<file path="config.mk">
export PLATFORM = sky130hd
export DESIGN_NAME = buzzer_alert_sequencer_flat
export DESIGN_NICKNAME = d
export VERILOG_FILES = /design/src/rtl/buzzer_alert_sequencer_if.sv /design/src/rtl/buzzer_alert_sequencer.sv /design/src/flat_wrapper.sv
export SDC_FILE = /design/constraint.sdc
export NUM_CORES = 1
export LEC_CHECK = 0
export BUFFER_PORTS_ARGS = -buffer_cell sky130_fd_sc_hd__buf_2
export CELL_PAD_IN_SITES_DETAIL_PLACEMENT = 1
export CELL_PAD_IN_SITES_GLOBAL_PLACEMENT = 2
export CORE_MARGIN = 4
export CORE_UTILIZATION = 39
export DETAILED_ROUTE_END_ITERATION = 6
export PLACE_DENSITY_LB_ADDON = 0.2
export SLEW_MARGIN = 15
export SYNTH_ARGS = -nofsm -noshare
export SYNTH_HDL_FRONTEND = slang
export SYNTH_SLANG_ARGS = --single-unit
</file>
<file path="constraint.sdc">
create_clock -name clk -period 6.55 [get_ports clk]
set_input_delay 0.655 -clock clk [delete_from_list [all_inputs] [get_ports clk]]
set_output_delay 0.655 -clock clk [all_outputs]
set_load 0.01 [all_outputs]
</file>
<file path="src/rtl/buzzer_alert_sequencer_if.sv">
`default_nettype none
//============================================================================
// buzzer_alert_sequencer_if : request/mute inputs and buzzer status outputs
// Rev 1.0
//============================================================================
interface buzzer_alert_sequencer_if #(
    parameter int NUM_REQ = 4
);
    logic [NUM_REQ-1:0] req;
    logic               mute;
    logic               tone_en;
    logic [NUM_REQ-1:0] grant;
    logic               busy;
    logic               done;

    modport master (
        output req,
        output mute,
        input  tone_en,
        input  grant,
        input  busy,
        input  done
    );

    modport slave (
        input  req,
        input  mute,
        output tone_en,
        output grant,
        output busy,
        output done
    );
endinterface
`default_nettype wire

</file>
<file path="src/rtl/buzzer_alert_sequencer.sv">
`default_nettype none
//============================================================================
// buzzer_alert_sequencer : fixed-priority arbiter + beep/gap/holdoff player
// Rev 1.0
//============================================================================
module buzzer_alert_sequencer #(
    parameter int NUM_REQ    = 4,
    parameter int BEEP_MS    = 80,
    parameter int GAP_MS     = 40,
    parameter int HOLDOFF_MS = 200,
    parameter int CNT_W      = 16
) (
    input  logic                     clk,
    input  logic                     rst,
    input  logic                     tick,
    buzzer_alert_sequencer_if.slave  bus
);

    localparam int c_idx_w = (NUM_REQ > 1) ? $clog2(NUM_REQ) : 1;
    localparam int c_bl_w  = $clog2(NUM_REQ + 1);
    localparam logic [CNT_W-1:0]   c_beep_ticks    = CNT_W'(BEEP_MS);
    localparam logic [CNT_W-1:0]   c_gap_ticks     = CNT_W'(GAP_MS);
    localparam logic [CNT_W-1:0]   c_holdoff_ticks = CNT_W'(HOLDOFF_MS);
    localparam logic [NUM_REQ-1:0] c_one           = NUM_REQ'(1);

    typedef enum logic [1:0] {
        S_IDLE    = 2'd0,
        S_BEEP    = 2'd1,
        S_GAP     = 2'd2,
        S_HOLDOFF = 2'd3
    } state_t;

    state_t               r_state, w_state_nx;
    logic [NUM_REQ-1:0]   r_pending, w_pending_nx;
    logic [CNT_W-1:0]     r_tick_cnt, w_tick_cnt_nx, w_cnt_inc;
    logic [c_bl_w-1:0]    r_beeps_left, w_beeps_left_nx;
    logic [c_idx_w-1:0]   r_idx, w_idx_nx, w_low_idx;
    logic [NUM_REQ-1:0]   w_clr, w_set;
    logic                 w_done_nx, w_preempt;
    logic                 r_tone_en, r_busy, r_done;
    logic [NUM_REQ-1:0]   r_grant;

    always_comb begin
        w_low_idx = '0;
        for (int i = NUM_REQ - 1; i >= 0; i--) begin
            if (r_pending[i]) begin
                w_low_idx = c_idx_w'(i);
            end
        end
    end

    assign w_cnt_inc = r_tick_cnt + 1'b1;
    assign w_preempt = ((r_state == S_BEEP) || (r_state == S_GAP)) &&
                       r_pending[0] && (r_idx != '0);

    always_comb begin
        w_state_nx      = r_state;
        w_tick_cnt_nx   = r_tick_cnt;
        w_beeps_left_nx = r_beeps_left;
        w_idx_nx        = r_idx;
        w_done_nx       = 1'b0;
        w_clr           = '0;
        w_set           = '0;
        if (w_preempt) begin
            // Aborted source goes back to pending so it replays in full later
            w_state_nx      = S_BEEP;
            w_idx_nx        = '0;
            w_beeps_left_nx = c_bl_w'(NUM_REQ);
            w_tick_cnt_nx   = '0;
            w_clr[0]        = 1'b1;
            w_set[r_idx]    = 1'b1;
        end else begin
            case (r_state)
                S_IDLE: begin
                    if (r_pending != '0) begin
                        w_state_nx       = S_BEEP;
                        w_idx_nx         = w_low_idx;
                        w_beeps_left_nx  = c_bl_w'(NUM_REQ - int'(w_low_idx));
                        w_tick_cnt_nx    = '0;
                        w_clr[w_low_idx] = 1'b1;
                    end
                end
                S_BEEP: begin
                    if (tick) begin
                        if (w_cnt_inc == c_beep_ticks) begin
                            w_tick_cnt_nx   = '0;
                            w_beeps_left_nx = r_beeps_left - 1'b1;
                            if (r_beeps_left != c_bl_w'(1)) begin
                                w_state_nx = S_GAP;
                            end else begin
                                w_done_nx  = 1'b1;
                                w_state_nx = (HOLDOFF_MS == 0) ? S_IDLE : S_HOLDOFF;
                            end
                        end else begin
                            w_tick_cnt_nx = w_cnt_inc;
                        end
                    end
                end
                S_GAP: begin
                    if (tick) begin
                        if (w_cnt_inc == c_gap_ticks) begin
                            w_tick_cnt_nx = '0;
                            w_state_nx    = S_BEEP;
                        end else begin
                            w_tick_cnt_nx = w_cnt_inc;
                        end
                    end
                end
                S_HOLDOFF: begin
                    if (tick) begin
                        if (w_cnt_inc == c_holdoff_ticks) begin
                            w_tick_cnt_nx = '0;
                            w_state_nx    = S_IDLE;
                        end else begin
                            w_tick_cnt_nx = w_cnt_inc;
                        end
                    end
                end
                default: begin
                    w_state_nx = S_IDLE;
                end
            endcase
        end
    end

    // A new request on the same edge as a clear of that bit wins
    assign w_pending_nx = (r_pending & ~w_clr) | w_set | bus.req;

    always_ff @(posedge clk) begin
        if (rst) begin
            r_state      <= S_IDLE;
            r_pending    <= '0;
            r_tick_cnt   <= '0;
            r_beeps_left <= '0;
            r_idx        <= '0;
            r_tone_en    <= 1'b0;
            r_grant      <= '0;
            r_busy       <= 1'b0;
            r_done       <= 1'b0;
        end else begin
            r_state      <= w_state_nx;
            r_pending    <= w_pending_nx;
            r_tick_cnt   <= w_tick_cnt_nx;
            r_beeps_left <= w_beeps_left_nx;
            r_idx        <= w_idx_nx;
            r_tone_en    <= (w_state_nx == S_BEEP) && !bus.mute;
            r_grant      <= ((w_state_nx == S_BEEP) || (w_state_nx == S_GAP)) ?
                            (c_one << w_idx_nx) : '0;
            r_busy       <= (w_state_nx != S_IDLE);
            r_done       <= w_done_nx;
        end
    end

    assign bus.tone_en = r_tone_en;
    assign bus.grant   = r_grant;
    assign bus.busy    = r_busy;
    assign bus.done    = r_done;

endmodule
`default_nettype wire

</file>
<file path="src/flat_wrapper.sv">
// flat-port wrapper written by rule: the top's interface ports become plain ports
module buzzer_alert_sequencer_flat 
#(
    parameter int NUM_REQ    = 4,
    parameter int BEEP_MS    = 80,
    parameter int GAP_MS     = 40,
    parameter int HOLDOFF_MS = 200,
    parameter int CNT_W      = 16
)
  (clk, rst, tick, bus_req, bus_mute, bus_tone_en, bus_grant, bus_busy, bus_done);
  buzzer_alert_sequencer_if #(.NUM_REQ(NUM_REQ)) bus_i ();
  input  logic clk;
  input  logic rst;
  input  logic tick;
  input wire logic [$bits(bus_i.req)-1:0] bus_req;
  input wire logic [$bits(bus_i.mute)-1:0] bus_mute;
  output wire logic [$bits(bus_i.tone_en)-1:0] bus_tone_en;
  output wire logic [$bits(bus_i.grant)-1:0] bus_grant;
  output wire logic [$bits(bus_i.busy)-1:0] bus_busy;
  output wire logic [$bits(bus_i.done)-1:0] bus_done;
  assign bus_i.req = bus_req;
  assign bus_i.mute = bus_mute;
  assign bus_tone_en = bus_i.tone_en;
  assign bus_grant = bus_i.grant;
  assign bus_busy = bus_i.busy;
  assign bus_done = bus_i.done;
  buzzer_alert_sequencer #(.NUM_REQ(NUM_REQ), .BEEP_MS(BEEP_MS), .GAP_MS(GAP_MS), .HOLDOFF_MS(HOLDOFF_MS), .CNT_W(CNT_W)) u_core (.clk(clk), .rst(rst), .tick(tick), .bus(bus_i));
endmodule
</file>
# Word-level counts from Yosys, hierarchy flattened
# Index checks and enable logic that the tools add are counted.
# totals
reg_bits	34
wordCells	103
input_bits	8
out_inout_bits	7
# op_classes
n_lt_le_gt_ge	4
n_mux	40
add_sub_neg	3
bitwise_logic	8
shift	1
n_eq_ne	17
reduce_logical	20
# ops
cell	count
16-bit 2-to-1 mux	7
16-bit case mux with 4 select lines	1
2-bit 2-to-1 mux	15
16-bit by 1-bit adder with 16-bit output, second input constant	1
16-bit by 6-bit == test with 1-bit output, second input constant	1
16-bit by 7-bit == test with 1-bit output, second input constant	1
16-bit by 8-bit == test with 1-bit output, second input constant	1
3-bit 2-to-1 mux	5
4-bit 2-to-1 mux	3
4-bit AND reduction	3
2-bit != test, second input constant	4
4-bit OR	2
2-bit case mux with 4 select lines	1
2-bit == test, second input constant	3
2-bit by 3-bit less-than comparator with 1-bit output, second input constant	2
3-bit by 1-bit != test with 1-bit output, second input constant	2
3-bit by 2-bit != test with 1-bit output, second input constant	2
3-bit case mux with 2 select lines	1
2-bit nonzero test	3
1-bit logical AND	5
1-bit 2-to-1 mux	5
5-bit OR reduction	1
4-bit AND	1
1-bit demux with 2-bit select	2
other kinds (14)	21

# Depth between registers and ports, before layout
# Gate-level depths: netlist of run 1.
# depth
depth_word	15
depth_mapped	13
depth_no_buf	12

# Worst setup path after synthesis of run 1
# No wires, ideal clock.
# synth_path
path_kind	reg-to-reg
from	register u_core.r_tick_cnt[0]
to	register u_core.r_grant[1] (netlist: u_core.bus.grant[1])
t_arrival_ns	2.989
synth_period_minus_slack_ns	3.116
path_buffers	0
path_slack_ns	3.434
required_ns	6.423
setup_time_ns	0.127
stages_incl_launch_ff	13
cell_sequence	dfxtp_1 -> ha_1 -> and3_4 -> xnor2_1 -> a22oi_1 -> or4b_4 -> nor3_4 -> mux2i_1 -> a21oi_2 -> or2_1 -> ha_1 -> nand4b_1 -> nor2_1
# synth_via
elab_chain_cells	10
word_cells_on_any_way	17
cone_classes	add/sub: 1; eq/ne: 5; mux: 8; bitwise: 1; reduce/logical: 2
# synth_rtl
item	line_no	rtl
start: declaration	buzzer_alert_sequencer.sv:35	logic [CNT_W-1:0] r_tick_cnt, w_tick_cnt_nx, w_cnt_inc;
start signal: assignment	buzzer_alert_sequencer.sv:143	r_tick_cnt <= w_tick_cnt_nx;
16-bit by 1-bit adder with 16-bit output (*)	buzzer_alert_sequencer.sv:52	assign w_cnt_inc = r_tick_cnt + 1'b1;
16-bit by 8-bit == test with 1-bit output, or another cell as far along	buzzer_alert_sequencer.sv:111	if (w_cnt_inc == c_holdoff_ticks) begin
2-bit 2-to-1 mux (on tied branches)	buzzer_alert_sequencer.sv:111, buzzer_alert_sequencer.sv:85, buzzer_alert_sequencer.sv:101	
2-bit 2-to-1 mux (on tied branches)	buzzer_alert_sequencer.sv:110, buzzer_alert_sequencer.sv:84, buzzer_alert_sequencer.sv:100	
2-bit case mux with 4 select lines (*)	buzzer_alert_sequencer.sv:73	case (r_state)
2-bit 2-to-1 mux (*)	buzzer_alert_sequencer.sv:64	if (w_preempt) begin
2-bit by 1-bit == test with 1-bit output or 2-bit == test (tied branches)	buzzer_alert_sequencer.sv:147	r_grant <= ((w_state_nx == S_BEEP) || (w_state_nx == S_GAP)) ?
1-bit logical OR (*)	buzzer_alert_sequencer.sv:147	
1-bit NOT (no line) (*)	-	
2-bit OR reduction (no line) (*)	-	
end signal: assignment	buzzer_alert_sequencer.sv:147	
end: declaration	buzzer_alert_sequencer.sv:41	logic [NUM_REQ-1:0] r_grant;
# Every way passes the cells marked *; elsewhere a longest branch is shown, timed or not.
# A chain may end at the register's enable or synchronous reset.

# Final worst setup path of run 1
# Same ends and word-level chain as after synthesis.

==> results of run 1 <==
-- cells by family (layout without fill, tap and decap cells) --
| logic type | after synthesis | count (layout) |
|---|---|---|
| fa+ha+maj | 15 | 15 |
| simple gates | 139 | 139 |
| xor+xnor | 9 | 9 |
| compound gates | 78 | 78 |
| buf+inv | 36 | 38 |
| mux | 1 | 1 |
| flops | 34 | 34 |
-- registers in the layout (all words and copies together), names as in the netlist --
register,count
u_core.r_tick_cnt,16
u_core.bus.grant,4
u_core.r_pending,4
u_core.r_beeps_left,3
u_core.r_idx,2
u_core.r_state,2
u_core.bus.busy,1
u_core.bus.done,1
u_core.bus.tone_en,1
-- power by group through the flow --
stage | Clock (W) | Sequential [W] | Combinational [W]
after floorplan | 0 | 0.000232 | 0.0000635
after CTS | 0.000209 | 0.000229 | 0.0000902
after global routing | 0.000216 | 0.000231 | 0.000103
after detailed placement | 0 | 0.000234 | 0.0000895
after global placement | 0 | 0.000234 | 0.0000885
final | 0.000203 | 0.000229 | 0.0000887
-- critical path, stage by stage, from the launching register on --
cell and delay [ns]:
dfxtp_1 0.49, ha_1 0.35, and3_4 0.27, xnor2_1 0.12
a22oi_1 0.12, or4b_4 0.56, nor3_4 0.32, mux2i_1 0.27
a21oi_2 0.10, or2_1 0.25, ha_1 0.32, nand4b_1 0.12
nor2_1 0.05
-- layout make-up --
cell class / instances / area, um2 / area share
multi-input combinational: 242 / 1580 / 0.607
sequential: 34 / 681 / 0.261
tap: 75 / 93.8 / 0.0360
timing repair buffer: 16 / 85.1 / 0.0326
clock buffer: 5 / 68.8 / 0.0264
inverter: 14 / 52.6 / 0.0202
clock inverter: 3 / 45.0 / 0.0173
-- metal layers --
layer / vias up / routed length [um] / part of all wire
met5: - / 0 / 0
met3: 7 / 160 / 0.026
met4: 0 / 64 / 0.010
met2: 26 / 3050 / 0.49
li1: 1114 / - / -
met1: 1026 / 2920 / 0.47
-- placed cells by master (no fill, tap or decap), drive strengths merged, types with 9 or more instances in the layout --
cell type / netlist / final
nand2: 47 / 47
dfxtp: 34 / 34
nor2: 32 / 32
o21ai: 26 / 26
buf: 9 / 16
ha: 15 / 15
inv: 14 / 14
nor3: 13 / 13
nand3: 11 / 11
o211ai: 10 / 10
a21oi: 9 / 9
-- cell usage after synthesis (3+ instances only) --
cell type  count  share of area
o21ai_1       14          0.029
nand4_1        6          0.015
nand3b_1       4          0.012
nor4_1         4          0.010
dfxtp_1       34           0.28
clkbuf_1      13          0.020
o211ai_2       6          0.031
nand2_1       47          0.072
o22ai_1        3         0.0077
o21ai_0       11          0.023
a31oi_1        3         0.0077
inv_1         14          0.022
a21oi_1        8          0.016
nor2_1        31          0.048
nand2b_1       3         0.0077
xor2_1         3          0.011
o32ai_1        3          0.011
o211ai_1       4          0.012
xnor2_1        5          0.018
nand3_1       10          0.021
ha_1          15          0.077
buf_6          5          0.023
nor3_1        12          0.025
nor2b_1        4          0.010
buf_2          4         0.0082
-- stage by stage --
| step | power (W) | setup WS (ns) | cells | hold slack, ns | util |
|---|---|---|---|---|---|
| CTS | 0.000529 | 3.06 | 389 | 0.476 | 0.435 |
| finish | 0.000520 | 3.09 | 389 | 0.479 | 0.435 |
| detailed placement | 0.000324 | 3.07 | 381 | 0.465 | 0.416 |
| global placement | 0.000323 | 3.14 | 381 | 0.474 | 0.416 |
| global route | 0.000550 | 2.80 | 389 | 0.520 | 0.435 |
| floorplan | 0.000296 | 3.43 | 312 | 0.440 | - |
-- worst paths after layout --
path / start / endpoint / slack, ns
worst max register to register: u_core.r_tick_cnt[0]$_SDFFE_PP0P_ / u_core.bus.grant[1]$_SDFF_PP0_ / 3.09
worst min register to register: u_core.r_tick_cnt[15]$_SDFFE_PP0P_ / u_core.r_tick_cnt[15]$_SDFFE_PP0P_ / 0.48
worst max-delay path: u_core.r_tick_cnt[0]$_SDFFE_PP0P_ / u_core.bus.grant[1]$_SDFF_PP0_ / 3.09
worst min-delay path: u_core.r_tick_cnt[15]$_SDFFE_PP0P_ / u_core.r_tick_cnt[15]$_SDFFE_PP0P_ / 0.48
==> run_results.csv, run 1 <==
group,metric,value,unit
timing,slew_headroom,0.528,
timing,finalHoldViolations,0,
cells_and_area,fin_area,0.00261,mm2
synth,synth-xor-area-share,0.0354,
setup_path,crit_required,6.73,ns
synth,synth_mux_area_frac,0.00410,
drt,wl,6200,um
power_and_ir_drop,swShare,0.299,
worst_hold_path,hold_depth,2,
synth,synth-async-reset-ratio,0,
power_and_ir_drop,p_int,0.000365,W
drt,drt_iter0_drc,90,
global_routing,grt_util_met3,0.0322,
placement,placed_area,0.00249,mm2
synth,avgSynthCellArea,7.82,um2
drt,first_pass_iters,4,
synth,yosys.area_share.simple,0.296,
setup_path,cp.arrival,3.64,ns
placement,io_buffers,14,
cells_and_area,area_delta_synth_final,6.87,%
worst_hold_path,hold_path.class,"reg2reg",
cells_and_area,drive_above_1_share,0.140,
power_and_ir_drop,power_frac_comb,0.170,
timing,fmax,289,MHz
power_and_ir_drop,power_density,200,mW/mm2
synth,synth_flop_cell,"dfxtp_1",
global_routing,grtUsageMet2,0.306,
cts,ctsResizeCount,0,
synth,postSynthNetCount,335,
timing,finalSetupTns,0,ns
global_routing,grt_use_total,0.178,
timing,drv_slew,0,
status,status,"completed",
run,maxCapViolCount,0,
setup_path,worstSetupStartpointType,"flip-flop",
placement,hpwl,4490,um
floorplan,core,0.00599,mm2
cells_and_area,final_nets,336,
drt,wl_per_cell,15.9,um
power_and_ir_drop,seq_power_share,0.440,
floorplan,start_util,0.407,
cts,numCtsBuffers,5,
synth,ys_ff_latch,34,
timing,skew,0.00578,ns
synth,ys_types,62,
drt,vias,2173,
global_routing,grt_use_met1,0.233,
timing,post-route-period-util,0.529,
power_and_ir_drop,p_leak,0.960,nW
cells_and_area,fill_cells,738,
power_and_ir_drop,power.switching,0.000155,W
power_and_ir_drop,clkPwrFrac,0.389,
setup_path,crit_type,"reg2reg",
cts,cts_hold_buf,0,
setup_path,cp-end-kind,"flip-flop",
floorplan,num_rows,28,
synth,synthAdderAreaFrac,0.0769,
synth,yosys_warnings,0,
timing,tightestPinTransition,0.707,ns
synth,synth-edff-count,0,
cts,htreeDepth,2,
cts,worstSkewPairLatency,0.29,ns
floorplan,die_h,87.1,um
synth,synth_top_family_by_area,"simple AND/OR/NAND/NOR gates",
synth,synth_cells,312,
drt,drcViolationCount,0,
cells_and_area,antennaDiodeCount,0,
placement,gp_congestion,0.789,
setup_path,r2r.worst_path.cells,12,
setup_path,worst-path-max-fanout,9,
floorplan,die-area,0.00759,mm2
timing,period_minus_slack,3.46,ns
floorplan,num_io_pins,15,
synth,synth-compound-area-share,0.235,
synth,synth_area,0.00244,mm2
timing,grt_setup_unrepaired,"no",
cts,cts_sinks,34,
cts,clk_pin_slew,0.08,ns
cts,cts_buffer_depth,2,
floorplan,die_w,87.1,um
synth,synth-seq-area-share,0.279,
global_routing,grt_pass1_wl,10900,um
timing,setup_viol,0,
cts,cts_root_buf,"clkbuf_8",
global_routing,top_usage_layer,"met2",
global_routing,grt_pass1_vias,2224,
cts,post-cts-setup-buffer-count,0,
global_routing,overflow,0,
global_routing,grt_max_degree,17,
cts,cts_tree,"built",
global_routing,antenna_found_initial,0,
drt,ant_nets,0,
power_and_ir_drop,ir_drop,0.0000895,V
drt,avgViaCountPerCell,5.59,
Note: power is estimated with default switching activity, not from simulation.
==> run 2, diff against run 1 <==
- CORE_UTILIZATION: 39 -> 36
- clock period: 6.55 -> 3.5 ns (I/O delays scaled with it)
==> run 2 against run 1 <==
  * Sequential share of layout area fell by 1.2 points
  * Non-clock buffer count rose by 14
  * Die area rose by 7.6%
  * Highest routed layer unchanged
==> run_results.csv, run 2 (synthesized netlist as in run 1, its figures left out) <==
group,metric,value,unit
placement,io_buffers,14,
global_routing,overflow,0,
cts,cts_buffer_depth,2,
cts,worstSkewPairLatency,0.29,ns
timing,finalHoldViolations,0,
timing,grt_setup_unrepaired,"no",
floorplan,die-area,0.00816,mm2
cells_and_area,final_cells,405,
cells_and_area,area_delta_synth_final,12.4,%
global_routing,grt_max_degree,17,
cells_and_area,regMostFlops,"u_core.r_tick_cnt",
timing,period_minus_slack,3.28,ns
global_routing,grt_use_total,0.162,
floorplan,start_util,0.378,
timing,finalSetupTns,0,ns
cts,clk_pin_slew,0.08,ns
cells_and_area,drive_above_1_share,0.183,
floorplan,die_w,90.3,um
timing,slew_headroom,0.586,
cells_and_area,mostFrequentLayoutCell,"nand2_1",
setup_path,cp_cell_sequence,"ha_2 -> and3_4 -> xnor2_1 -> a22oi_1 -> or4b_4 -> nor3_4 -> mux2i_1 -> a21oi_2 -> or2_1 -> ha_1 -> nand4b_1 -> nor2_1",
floorplan,core,0.00646,mm2
drt,wl,6380,um
setup_path,critPathMaxStageDelay,0.56,ns
timing,setup_slack,0.218,ns
setup_path,crit_family,"simple AND/OR/NAND/NOR gates",
drt,drcViolationCount,0,
cells_and_area,final_nets,350,
power_and_ir_drop,ir_drop,0.000215,V
worst_hold_path,hold_path.class,"in2reg",
drt,first_pass_iters,4,
status,status,"completed",
cells_and_area,final_cell_mix,"nand2_1 (47), dfxtp_1 (33), nor2_1 (31), buf_4 (16)",
setup_path,worstSetupStartpointType,"flip-flop",
drt,avgViaCountPerCell,5.54,
run,maxCapViolCount,0,
cells_and_area,antennaDiodeCount,0,
setup_path,cp-end-kind,"flip-flop",
global_routing,antenna_found_initial,0,
cts,htreeDepth,2,
cts,cts_tree,"built",
cts,numCtsBuffers,5,
timing,post-route-period-util,0.938,
placement,hpwl,4830,um
timing,fmax,305,MHz
floorplan,num_io_pins,15,
placement,post-place-cells,397,
cts,cts_sinks,34,
global_routing,grt_pass1_vias,2307,
drt,wl_per_cell,15.8,um
timing,whs,0.208,ns
setup_path,crit_type,"reg2reg",
cells_and_area,fill_cells,819,
setup_path,crit_required,3.68,ns
cts,cts_hold_buf,0,
setup_path,cpMaxStageDelayCell,"or4b_4",
setup_path,cp.arrival,3.46,ns
setup_path,worst-path-max-fanout,8,
timing,setup_viol,0,
power_and_ir_drop,power_density,382,mW/mm2
placement,gp_congestion,0.787,
drt,ant_nets,0,
placement,dp_slack,0.168,ns
timing,tightestPinTransition,0.621,ns
cells_and_area,largest_reg_flops,16,
cts,cts_root_buf,"clkbuf_8",
timing,skew,0.00858,ns
setup_path,path_buf_inv,0,
drt,drt_iter0_drc,47,
drt,vias,2242,
global_routing,grt_pass1_wl,11000,um
power_and_ir_drop,p_leak,1.04,nW
timing,drv_slew,0,
floorplan,die_h,90.3,um
floorplan,num_rows,29,
-- run 2: cell types whose count changed in the layout (fill, tap and decap cells not counted), sizes merged --
cell,delta
buf,+14
clkinvlp,-2
bufinv,+1
clkinv,+1
-- run 2: final timing paths --
path / from / endpoint / slack, ns / depth (start not counted)
min reg2reg: u_core.r_tick_cnt[15]$_SDFFE_PP0P_ / u_core.r_tick_cnt[15]$_SDFFE_PP0P_ / 0.48 / 2
max reg2reg: u_core.r_tick_cnt[1]$_SDFFE_PP0P_ / u_core.bus.grant[1]$_SDFF_PP0_ / 0.22 / 12
max: u_core.r_tick_cnt[1]$_SDFFE_PP0P_ / u_core.bus.grant[1]$_SDFF_PP0_ / 0.22 / 12
min: bus_mute / u_core.bus.tone_en$_SDFF_PP0_ / 0.21 / 2
-- run 2: what timing repair did --
item,in CTS,in global routing
setup endpoints to repair,0,4
setup buffers,0,0
resized for setup,0,2
-- run 2: per-layer routing --
layer | up-vias | GRT usage | routed length (um)
met3 | 8 | 0.0300 | 120
met5 | - | 0 | 0
met1 | 1069 | 0.189 | 2850
li1 | 1145 | - | -
met4 | 0 | 0.0523 | 85
met2 | 20 | 0.296 | 3320
-- run 2: metrics by stage --
| step | power [W] | util | area (um2) |
|---|---|---|---|
| after floorplan | 0.000554 | - | 2440 |
| after global placement | 0.000607 | 0.403 | 2600 |
| after detailed placement | 0.000608 | 0.403 | 2600 |
| after CTS | 0.00106 | 0.424 | 2740 |
| after global routing | 0.00111 | 0.425 | 2740 |
| final | 0.00105 | 0.425 | 2740 |
-- run 2: where the power goes --
group	total, W	switching [W]	internal, W
logic	0.000167	0.000101	0.0000660
clock network	0.000450	0.000165	0.000286
registers	0.000430	0.0000212	0.000408
-- run 2: layout make-up --
class | instances | area [um2] | share of cell area
clock buffers | 5 | 68.8 | 0.0251
clock inverters | 3 | 68.8 | 0.0251
inverters | 14 | 52.6 | 0.0192
multi-input cells | 242 | 1580 | 0.578
flip-flops and latches | 34 | 682 | 0.249
well taps | 77 | 96.3 | 0.0351
repair buffers | 30 | 190 | 0.0693
